==> src/rtl/ps2_pkg.sv <==
// Scan-code set 2 constants and decoder state encoding, shared with the game datapath.
package ps2_pkg;

  typedef enum logic [2:0] {
    S_IDLE    = 3'd0,
    S_EXT     = 3'd1,
    S_BRK     = 3'd2,
    S_EXT_BRK = 3'd3,
    S_SKIP    = 3'd4
  } ps2_state_e;

  localparam logic [7:0] PS2_EXT    = 8'hE0;
  localparam logic [7:0] PS2_BRK    = 8'hF0;
  localparam logic [7:0] PS2_PAUSE  = 8'hE1;
  localparam logic [7:0] PS2_BAT    = 8'hAA;
  localparam logic [7:0] PS2_ACK    = 8'hFA;
  localparam logic [7:0] PS2_RESEND = 8'hFE;
  localparam logic [7:0] PS2_ECHO   = 8'hEE;
  localparam logic [7:0] PS2_ERR0   = 8'h00;
  localparam logic [7:0] PS2_ERR1   = 8'hFF;

  localparam logic [7:0] KEY_LEFT  = 8'h6B;
  localparam logic [7:0] KEY_DOWN  = 8'h72;
  localparam logic [7:0] KEY_RIGHT = 8'h74;
  localparam logic [7:0] KEY_UP    = 8'h75;

  // Keyboard status/handshake bytes that carry no key information.
  function automatic logic is_ignored(input logic [7:0] b);
    return b inside {PS2_BAT, PS2_ACK, PS2_RESEND, PS2_ECHO, PS2_ERR0, PS2_ERR1};
  endfunction

  // Bytes that cannot legally follow a prefix.
  function automatic logic is_bad_mid(input logic [7:0] b);
    return b inside {PS2_EXT, PS2_BRK, PS2_PAUSE, PS2_ERR0, PS2_ERR1};
  endfunction

endpackage

==> src/rtl/ps2_key_decoder_if.sv <==
// Byte-in / key-state-out bundle between the PS/2 receiver, decoder and datapath.
interface ps2_key_decoder_if;
  logic [7:0] ps2_byte;
  logic       ps2_byte_valid;
  logic [7:0] keycode;
  logic       key_make;
  logic       key_ext;
  logic       key_event;
  logic       event_break;
  logic       seq_error;

  modport master (
    output ps2_byte, ps2_byte_valid,
    input  keycode, key_make, key_ext, key_event, event_break, seq_error
  );

  modport slave (
    input  ps2_byte, ps2_byte_valid,
    output keycode, key_make, key_ext, key_event, event_break, seq_error
  );
endinterface

==> src/rtl/ps2_seq_timer.sv <==
// Loadable up-counter with clear; done flags the last cycle before LIMIT.
module ps2_seq_timer #(
  parameter int W     = 17,
  parameter int LIMIT = 100_000
) (
  input  logic         clk,
  input  logic         reset,
  input  logic         clr,
  input  logic         en,
  input  logic         load,
  input  logic [W-1:0] load_val,
  output logic         done
);

  logic [W-1:0] cnt_q, cnt_d;

  always_comb begin
    cnt_d = cnt_q;
    if (clr)       cnt_d = '0;
    else if (load) cnt_d = load_val;
    else if (en)   cnt_d = cnt_q + W'(1);
  end

  always_ff @(posedge clk or posedge reset) begin
    if (reset) cnt_q <= '0;
    else       cnt_q <= cnt_d;
  end

  assign done = (cnt_q == W'(LIMIT - 1));

endmodule

==> src/rtl/ps2_key_decoder.sv <==
// Set-2 scan-code decoder: prefix FSM producing held key state plus event/error pulses.
module ps2_key_decoder
  import ps2_pkg::*;
#(
  parameter int TIMEOUT_CYCLES = 100_000,
  parameter int TO_W           = 17,
  parameter int PAUSE_SKIP     = 7
) (
  input  logic               clk,
  input  logic               reset,
  ps2_key_decoder_if.slave   bus
);

  localparam int SK_W = $clog2(PAUSE_SKIP + 1);

  ps2_state_e      state_q, state_d;
  logic [SK_W-1:0] skip_q, skip_d;
  logic [7:0]      keycode_q, keycode_d;
  logic            make_q, make_d, ext_q, ext_d;
  logic            event_q, event_d, brk_q, brk_d, err_q, err_d;
  logic            to_done, timeout;
  logic [7:0]      b;

  assign b       = bus.ps2_byte;
  // A byte arriving on the timeout cycle takes priority.
  assign timeout = to_done && !bus.ps2_byte_valid && (state_q != S_IDLE);

  ps2_seq_timer #(.W(TO_W), .LIMIT(TIMEOUT_CYCLES)) u_timer (
    .clk      (clk),
    .reset    (reset),
    .clr      (bus.ps2_byte_valid || timeout),
    .en       (state_q != S_IDLE),
    .load     (1'b0),
    .load_val ({TO_W{1'b0}}),
    .done     (to_done)
  );

  always_comb begin
    state_d   = state_q;
    skip_d    = skip_q;
    keycode_d = keycode_q;
    make_d    = make_q;
    ext_d     = ext_q;
    event_d   = 1'b0;
    brk_d     = 1'b0;
    err_d     = 1'b0;
    if (bus.ps2_byte_valid) begin
      case (state_q)
        S_IDLE: begin
          if (b == PS2_EXT)        state_d = S_EXT;
          else if (b == PS2_BRK)   state_d = S_BRK;
          else if (b == PS2_PAUSE) begin
            state_d = S_SKIP;
            skip_d  = SK_W'(PAUSE_SKIP);
          end else if (!is_ignored(b)) begin
            keycode_d = b;
            ext_d     = 1'b0;
            make_d    = 1'b1;
            event_d   = 1'b1;
          end
        end
        S_EXT: begin
          if (b == PS2_BRK) state_d = S_EXT_BRK;
          else begin
            state_d = S_IDLE;
            if (is_bad_mid(b)) err_d = 1'b1;
            else begin
              keycode_d = b;
              ext_d     = 1'b1;
              make_d    = 1'b1;
              event_d   = 1'b1;
            end
          end
        end
        S_BRK, S_EXT_BRK: begin
          state_d = S_IDLE;
          if (is_bad_mid(b)) err_d = 1'b1;
          else begin
            event_d = 1'b1;
            brk_d   = 1'b1;
            // Only releasing the held key (same code, same extension) drops key_make.
            if (b == keycode_q && ((state_q == S_EXT_BRK) == ext_q)) make_d = 1'b0;
          end
        end
        S_SKIP: begin
          skip_d = skip_q - SK_W'(1);
          if (skip_q <= SK_W'(1)) state_d = S_IDLE;
        end
        default: state_d = S_IDLE;
      endcase
    end else if (timeout) begin
      err_d   = 1'b1;
      state_d = S_IDLE;
    end
  end

  always_ff @(posedge clk or posedge reset) begin
    if (reset) begin
      state_q   <= S_IDLE;
      skip_q    <= '0;
      keycode_q <= '0;
      make_q    <= 1'b0;
      ext_q     <= 1'b0;
      event_q   <= 1'b0;
      brk_q     <= 1'b0;
      err_q     <= 1'b0;
    end else begin
      state_q   <= state_d;
      skip_q    <= skip_d;
      keycode_q <= keycode_d;
      make_q    <= make_d;
      ext_q     <= ext_d;
      event_q   <= event_d;
      brk_q     <= brk_d;
      err_q     <= err_d;
    end
  end

  assign bus.keycode     = keycode_q;
  assign bus.key_make    = make_q;
  assign bus.key_ext     = ext_q;
  assign bus.key_event   = event_q;
  assign bus.event_break = brk_q;
  assign bus.seq_error   = err_q;

endmodule

==> src/flat_wrapper.sv <==
// flat-port wrapper written by rule: the top's interface ports become plain ports
module ps2_key_decoder_flat import ps2_pkg::*;
#(
  parameter int TIMEOUT_CYCLES = 100_000,
  parameter int TO_W           = 17,
  parameter int PAUSE_SKIP     = 7
)
  (clk, reset, bus_ps2_byte, bus_ps2_byte_valid, bus_keycode, bus_key_make, bus_key_ext, bus_key_event, bus_event_break, bus_seq_error);
  ps2_key_decoder_if bus_i ();
  input  logic clk;
  input  logic reset;
  input wire logic [$bits(bus_i.ps2_byte)-1:0] bus_ps2_byte;
  input wire logic [$bits(bus_i.ps2_byte_valid)-1:0] bus_ps2_byte_valid;
  output wire logic [$bits(bus_i.keycode)-1:0] bus_keycode;
  output wire logic [$bits(bus_i.key_make)-1:0] bus_key_make;
  output wire logic [$bits(bus_i.key_ext)-1:0] bus_key_ext;
  output wire logic [$bits(bus_i.key_event)-1:0] bus_key_event;
  output wire logic [$bits(bus_i.event_break)-1:0] bus_event_break;
  output wire logic [$bits(bus_i.seq_error)-1:0] bus_seq_error;
  assign bus_i.ps2_byte = bus_ps2_byte;
  assign bus_i.ps2_byte_valid = bus_ps2_byte_valid;
  assign bus_keycode = bus_i.keycode;
  assign bus_key_make = bus_i.key_make;
  assign bus_key_ext = bus_i.key_ext;
  assign bus_key_event = bus_i.key_event;
  assign bus_event_break = bus_i.event_break;
  assign bus_seq_error = bus_i.seq_error;
  ps2_key_decoder #(.TIMEOUT_CYCLES(TIMEOUT_CYCLES), .TO_W(TO_W), .PAUSE_SKIP(PAUSE_SKIP)) u_core (.clk(clk), .reset(reset), .bus(bus_i));
endmodule
==> config.mk <==
export PLATFORM = sky130hd
export DESIGN_NAME = ps2_key_decoder_flat
export DESIGN_NICKNAME = d
export VERILOG_FILES = /design/src/rtl/ps2_pkg.sv /design/src/rtl/ps2_key_decoder_if.sv /design/src/rtl/ps2_seq_timer.sv /design/src/rtl/ps2_key_decoder.sv /design/src/flat_wrapper.sv
export SDC_FILE = /design/constraint.sdc
export NUM_CORES = 1
export LEC_CHECK = 0
export CAP_MARGIN = 20
export CELL_PAD_IN_SITES_DETAIL_PLACEMENT = 2
export CELL_PAD_IN_SITES_GLOBAL_PLACEMENT = 2
export CORE_ASPECT_RATIO = 0.75
export CORE_MARGIN = 8
export CORE_UTILIZATION = 38
export CTS_CLUSTER_DIAMETER = 40
export DETAILED_ROUTE_END_ITERATION = 6
export PLACE_DENSITY = 0.8
export SYNTH_ARGS = -nofsm -noshare
export SYNTH_HDL_FRONTEND = slang
export SYNTH_SLANG_ARGS = --single-unit
export TNS_END_PERCENT = 5
==> constraint.sdc <==
create_clock -name clk -period 6.1 [get_ports clk]
set_clock_uncertainty 0.15 [all_clocks]
set_input_delay 0.915 -clock clk [delete_from_list [all_inputs] [get_ports clk]]
set_output_delay 0.915 -clock clk [all_outputs]
set_load 0.01 [all_outputs]
==> results of run 1 <==
-- placed cells by master, fill, tap and decap left out, types with 3 or more instances in the layout --
master,Yosys,layout
xnor2_1,16,16
or3_1,7,7
nor2_1,18,18
nor3_1,6,6
nand3_1,8,8
nand4_1,7,7
o21ai_0,6,6
dfrtp_1,36,36
o31ai_1,3,3
a21oi_1,10,10
xor2_1,7,7
nor4_1,3,3
inv_1,8,8
a31oi_1,3,3
clkdlybuf4s50_1,0,23
and3_1,4,4
ha_1,3,3
nand2_1,14,14
clkbuf_8,0,7
mux2_4,8,8
-- flip-flops by register name, summed over array words and instances, names as in the netlist --
signal,cells
u_core.state_q,3
u_core.bus.key_event,1
u_core.bus.seq_error,1
u_core.bus.key_ext,1
u_core.skip_q,3
u_core.bus.event_break,1
u_core.bus.keycode,8
u_core.bus.key_make,1
u_core.u_timer.cnt_q,17
-- power groups by stage --
stage | registers (mW) | logic [mW] | clock network (mW)
floorplan | 0.271 | 0.0546 | 0
global placement | 0.269 | 0.0891 | 0
detailed placement | 0.273 | 0.0959 | 0
CTS | 0.268 | 0.0961 | 0.195
global route | 0.271 | 0.104 | 0.201
finish | 0.268 | 0.0946 | 0.189
-- critical path: stages --
cell and delay [ps]:
clkdlybuf4s50_1 620, or3_1 470, a211oi_2 260, a21oi_1 60, o2111a_1 490, mux2_4 400
-- per-stage QoR --
stage	cell area, sq um	std cells	power, mW	setup WS (ps)
after floorplan	2050	202	0.326	3530
after global placement	2310	291	0.358	2720
after detailed placement	2310	291	0.369	2610
after CTS	2400	298	0.559	2920
after global routing	2400	298	0.575	2810
final	2400	298	0.552	2910
-- cell families (layout without fill, tap and decap cells) --
| kind of cell | Yosys count | in the layout | share of synthesized area (%) |
|---|---|---|---|
| simple gates | 78 | 78 | 20.7 |
| buf+inv | 18 | 39 | 5.01 |
| compound gates | 34 | 34 | 11.2 |
| mux | 10 | 10 | 7.45 |
| xor+xnor | 23 | 23 | 9.83 |
| flops | 36 | 36 | 44.0 |
| fa+ha+maj | 3 | 3 | 1.83 |
-- synthesized netlist by cell type (3+ instances only) --
cell type,count
nor2_1,18
a21oi_1,10
inv_1,8
buf_2,4
o31ai_1,3
nand4_1,7
and3_1,4
a31oi_1,3
nor3_1,6
mux2_4,8
xor2_1,7
dfrtp_1,36
or3_1,7
nand2_1,14
nor4_1,3
xnor2_1,16
buf_6,4
ha_1,3
nand3_1,8
o21ai_0,6
-- final cells by class --
type	count	area, sq um
sequential	36	901
tap	75	93.8
fill	558	2860
clock buffer	7	96.3
inverter	8	30.0
multi-input combinational	148	1050
timing repair buffer	24	238
-- worst paths after layout --
path | slack [ps] | from | cells after the start | end
max | 2910 | bus_ps2_byte[4] | 6 | u_core.bus.keycode[6]$_DFFE_PP0P_
min | 340 | u_core.bus.key_make$_DFFE_PP0P_ | 1 | u_core.bus.key_make$_DFFE_PP0P_
max reg2reg | 3760 | u_core.u_timer.cnt_q[5]$_DFFE_PP0P_ | 5 | u_core.state_q[2]$_DFFE_PP0P_
min reg2reg | 340 | u_core.bus.key_make$_DFFE_PP0P_ | 1 | u_core.bus.key_make$_DFFE_PP0P_
max in group asynchronous | 4580 | reset | 3 | u_core.bus.keycode[4]$_DFFE_PP0P_
min in group asynchronous | 890 | reset | 3 | u_core.u_timer.cnt_q[5]$_DFFE_PP0P_
-- layer usage --
metal / vias to the layer above / global-route usage, % / wire length [microns] / share of wire (%)
met2: 23 / 23.9 / 2620 / 47
met5: - / 0 / 0 / 0
met1: 863 / 19.9 / 2680 / 48
li1: 763 / - / - / -
met4: 0 / 6.77 / 106 / 1.9
met3: 10 / 3.66 / 186 / 3.3
==> flow_metrics.env, run 1 <==
export IMPL_status="completed"
export IMPL_yosys_area_top_type="dfrtp_1"
export IMPL_power_switching_mw=0.151
export IMPL_combPwrFrac_pct=17.1
export IMPL_drtPass1Iterations=4
export IMPL_ys_warn_count=0
export IMPL_p_seq_share_pct=48.5
export IMPL_drc=0
export IMPL_synth_edf_count=0
export IMPL_grt_pass1_wl_mm=9.58
export IMPL_grt_max_degree=37
export IMPL_syn_nets=216
export IMPL_clk_latency_ps=290
export IMPL_vias_per_cell=5.57
export IMPL_vdd_drop_max_mv=0.138
export IMPL_postRouteAntennaNets=0
export IMPL_die_h_microns=79.6
export IMPL_num_antenna_cells=0
export IMPL_timing_max_cap_violations=0
export IMPL_htreeDepth=2
export IMPL_p_int_mw=0.401
export IMPL_cts_resized=0
export IMPL_finalCriticalPeriod_ps=3190
export IMPL_final_hold_violation_count=0
export IMPL_period_share_pct=52.4
export IMPL_grt_use_total_pct=15.4
export IMPL_synth_seq_cells=36
export IMPL_hold_ws_ps=342
export IMPL_slew_violations=0
export IMPL_drive_gt1_share_pct=10.3
export IMPL_slew_headroom_pct=55.1
export IMPL_rows=23
export IMPL_synthesis_area_sq_um=2050
export IMPL_io_buffers=23
export IMPL_place_congestion=0.831
export IMPL_synthDistinctLibCells=42
export IMPL_hpwl_mm=4.20
export IMPL_antenna_found_initial=0
export IMPL_setup_viol=0
export IMPL_clkSinkCount=36
export IMPL_drt_total_wl_mm=5.60
export IMPL_areaGrowthSynthToFinish_pct=17.3
export IMPL_critPathLaunchType="primary input"
export IMPL_wl_per_cell_microns=18.8
export IMPL_tightest_slew_ps=674
export IMPL_worst_path_max_fanout=11
export IMPL_hold_class="register to register"
export IMPL_initial_utilization_pct=38.9
export IMPL_cts_made_buffers=5
export IMPL_critPathArrivalTime_ps=3220
export IMPL_async_flop_share_pct=100
export IMPL_die_w_microns=101
export IMPL_drt_initial_drc_count=54
export IMPL_fin_nets=237
export IMPL_vias=1659
export IMPL_final_util_pct=45.7
export IMPL_max_freq_ghz=0.313
export IMPL_p_sw_share_pct=27.4
export IMPL_syn_instance_count=202
export IMPL_p_per_area_nw_per_um2=230
export IMPL_p_leak_nw=0.954
export IMPL_cts_tree="done"
export IMPL_end_kind="register"
export IMPL_synth_seq_area_share_pct=44.0
export IMPL_grt_setup_unrepaired="no"
export IMPL_critPathKind="primary input to register"
export IMPL_clk_path_buf_depth=2
export IMPL_fin_tns_setup_ps=0
export IMPL_grt_overflow=0
export IMPL_design_portCount=24
export IMPL_core_area_sq_um=5270
export IMPL_synth_main_ff_cell="dfrtp_1"
export IMPL_synth_area_leaders="dfrtp_1 (44%), xnor2_1 (6.8%), mux2_4 (5.9%)"
export IMPL_first_global_vias=1851
export IMPL_cp_required_ps=6130
export IMPL_post_cts_buffers=0
export IMPL_die_area_sq_um=8020
export IMPL_path_clk_slew_ps=70
export IMPL_holdBufCountCts=0
export IMPL_postSynthAreaPerCell_sq_um=10.1
export IMPL_root_buffer="clkbuf_8"
export IMPL_synth_top_area_share_pct=44.0
export IMPL_p_clk_share_pct=34.3
Power figures use the tool's default switching activity.
==> run 2: changes to the inputs <==
Settings changed: CORE_UTILIZATION 38 to 32, PLACE_DENSITY 0.8 to 0.72.
Clock period 6.1 ns to 2.85 ns, I/O delays scaled along.
==> run 2 against run 1 <==
  * Die area increased by 15%
  * Register-to-register slack got worse by 3200 ps
  * Sequential power increased by 110%
  * Clock power increased by 100%
  * Global-route usage decreased by 2.3 points
  * Worst setup slack got worse by 2600 ps
  * Design area increased by 3.2%
  * Via count decreased by 3.6%
  * First-iteration DRC count decreased by 19%
  * Highest routed layer unchanged
==> flow_metrics.env, run 2 (synthesis gave the netlist of run 1 again) <==
export IMPL_final_hold_violation_count=0
export IMPL_setup_viol=0
export IMPL_drt_total_wl_mm=5.65
export IMPL_final_common_cell="dfrtp_1"
export IMPL_hpwl_mm=4.24
export IMPL_vias=1599
export IMPL_grt_pass1_wl_mm=9.66
export IMPL_critPathArrivalTime_ps=2610
export IMPL_core_area_sq_um=6260
export IMPL_drt_initial_drc_count=44
export IMPL_path_clk_slew_ps=70
export IMPL_die_area_sq_um=9250
export IMPL_final_util_pct=39.7
export IMPL_die_w_microns=108
export IMPL_power_mw=1.16
export IMPL_first_global_vias=1816
export IMPL_p_leak_nw=0.998
export IMPL_tightest_slew_ps=593
export IMPL_critPathLaunchType="primary input"
export IMPL_die_h_microns=85.3
export IMPL_max_freq_ghz=0.386
export IMPL_status="completed"
export IMPL_p_per_area_nw_per_um2=468
export IMPL_areaGrowthSynthToFinish_pct=21.1
export IMPL_clk_path_buf_depth=2
export IMPL_p_sw_share_pct=27.0
export IMPL_power_switching_mw=0.313
export IMPL_htreeDepth=2
export IMPL_period_share_pct=91.0
export IMPL_io_buffers=23
export IMPL_cp_required_ps=2870
export IMPL_end_kind="register"
export IMPL_clk_latency_ps=280
export IMPL_grt_overflow=0
export IMPL_grt_use_total_pct=13.1
export IMPL_top_register="u_core.u_timer.cnt_q"
export IMPL_wl_per_cell_microns=17.9
export IMPL_initial_utilization_pct=32.8
export IMPL_fin_nets=247
export IMPL_cts_made_buffers=5
export IMPL_p_seq_share_pct=49.1
export IMPL_post_cts_buffers=0
export IMPL_final_cell_area_sq_um=2480
export IMPL_slew_violations=0
export IMPL_antenna_found_initial=0
export IMPL_fin_tns_setup_ps=0
export IMPL_cts_tree="done"
export IMPL_fillers=687
export IMPL_postRouteAntennaNets=0
export IMPL_p_int_mw=0.848
export IMPL_vdd_drop_max_mv=0.173
export IMPL_place_congestion=0.793
export IMPL_slew_headroom_pct=60.4
export IMPL_hold_class="register to register"
export IMPL_combPwrFrac_pct=18.1
export IMPL_cts_resized=0
export IMPL_drc=0
export IMPL_timing_max_cap_violations=0
export IMPL_place_area_sq_um=2390
export IMPL_worst_path_max_fanout=10
export IMPL_clkSinkCount=36
export IMPL_root_buffer="clkbuf_8"
export IMPL_critPathKind="primary input to register"
export IMPL_drtPass1Iterations=3
export IMPL_grt_setup_unrepaired="no"
export IMPL_largest_register_ffs=17
export IMPL_drive_gt1_share_pct=13.7
export IMPL_grt_max_degree=37
export IMPL_design_portCount=24
export IMPL_final_cell_mix="dfrtp_1 (36), clkdlybuf4s50_1 (23), nor2_1 (18), xnor2_1 (16), nand2_1 (14)"
export IMPL_finalCriticalPeriod_ps=2590
export IMPL_num_antenna_cells=0
export IMPL_rows=25
export IMPL_holdBufCountCts=0
export IMPL_p_clk_share_pct=32.8
export IMPL_vias_per_cell=5.08
==> run 2: final timing paths <==
| check | start | cells after the start | slack (ps) | to |
|---|---|---|---|---|
| worst max-delay path | bus_ps2_byte[2] | 6 | 260 | u_core.bus.keycode[7]$_DFFE_PP0P_ |
| worst min-delay path | u_core.bus.key_make$_DFFE_PP0P_ | 1 | 340 | u_core.bus.key_make$_DFFE_PP0P_ |
| worst max register to register | u_core.state_q[1]$_DFFE_PP0P_ | 3 | 580 | u_core.bus.keycode[7]$_DFFE_PP0P_ |
| worst min register to register | u_core.bus.key_make$_DFFE_PP0P_ | 1 | 340 | u_core.bus.key_make$_DFFE_PP0P_ |
| max in group asynchronous | reset | 3 | 1790 | u_core.u_timer.cnt_q[5]$_DFFE_PP0P_ |
| min in group asynchronous | reset | 3 | 410 | u_core.bus.key_event$_DFF_PP0_ |
==> run 2: metrics by stage <==
stage	hold slack [ps]	worst slack (ps)	instances
6_report	344	258	315
5_1_grt	369	155	315
4_1_cts	348	255	315
3_5_place_dp	320	-47.7	307
3_3_place_gp	326	34.8	307
2_1_floorplan	327	769	202
==> run 2: layout make-up <==
cell class              count  area (sq um)  area share [%]
multi-input cells         148          1050            42.2
inverters                   8          30.0            1.21
well taps                  81           101            4.08
clock buffers               8          90.1            3.63
repair buffers             34           313            12.6
flip-flops and latches     36           901            36.3
==> run 2: worst max-delay path, stage by stage <==
cell and delay, ps:
clkdlybuf4s50_1 540, or3_1 460, a211oi_2 270, a21oi_1 60
o2111a_1 450, mux2_4 380
==> run 2: power by group through the flow <==
stage          sequential (mW)  clock (mW)  combinational (mW)
6_report                 0.570       0.380               0.211
5_1_grt                  0.577       0.417               0.234
4_1_cts                  0.571       0.395               0.217
3_5_place_dp             0.581           0               0.216
3_3_place_gp             0.579           0               0.206
2_1_floorplan            0.580           0               0.117
==> run 2: per-layer routing <==
metal,vias up,global-route usage [%],routed length [microns]
met1,809,19.1,3060
met4,0,2.97,30
met5,-,0,0
li1,775,-,-
met2,13,19.2,2440
met3,2,2.57,116
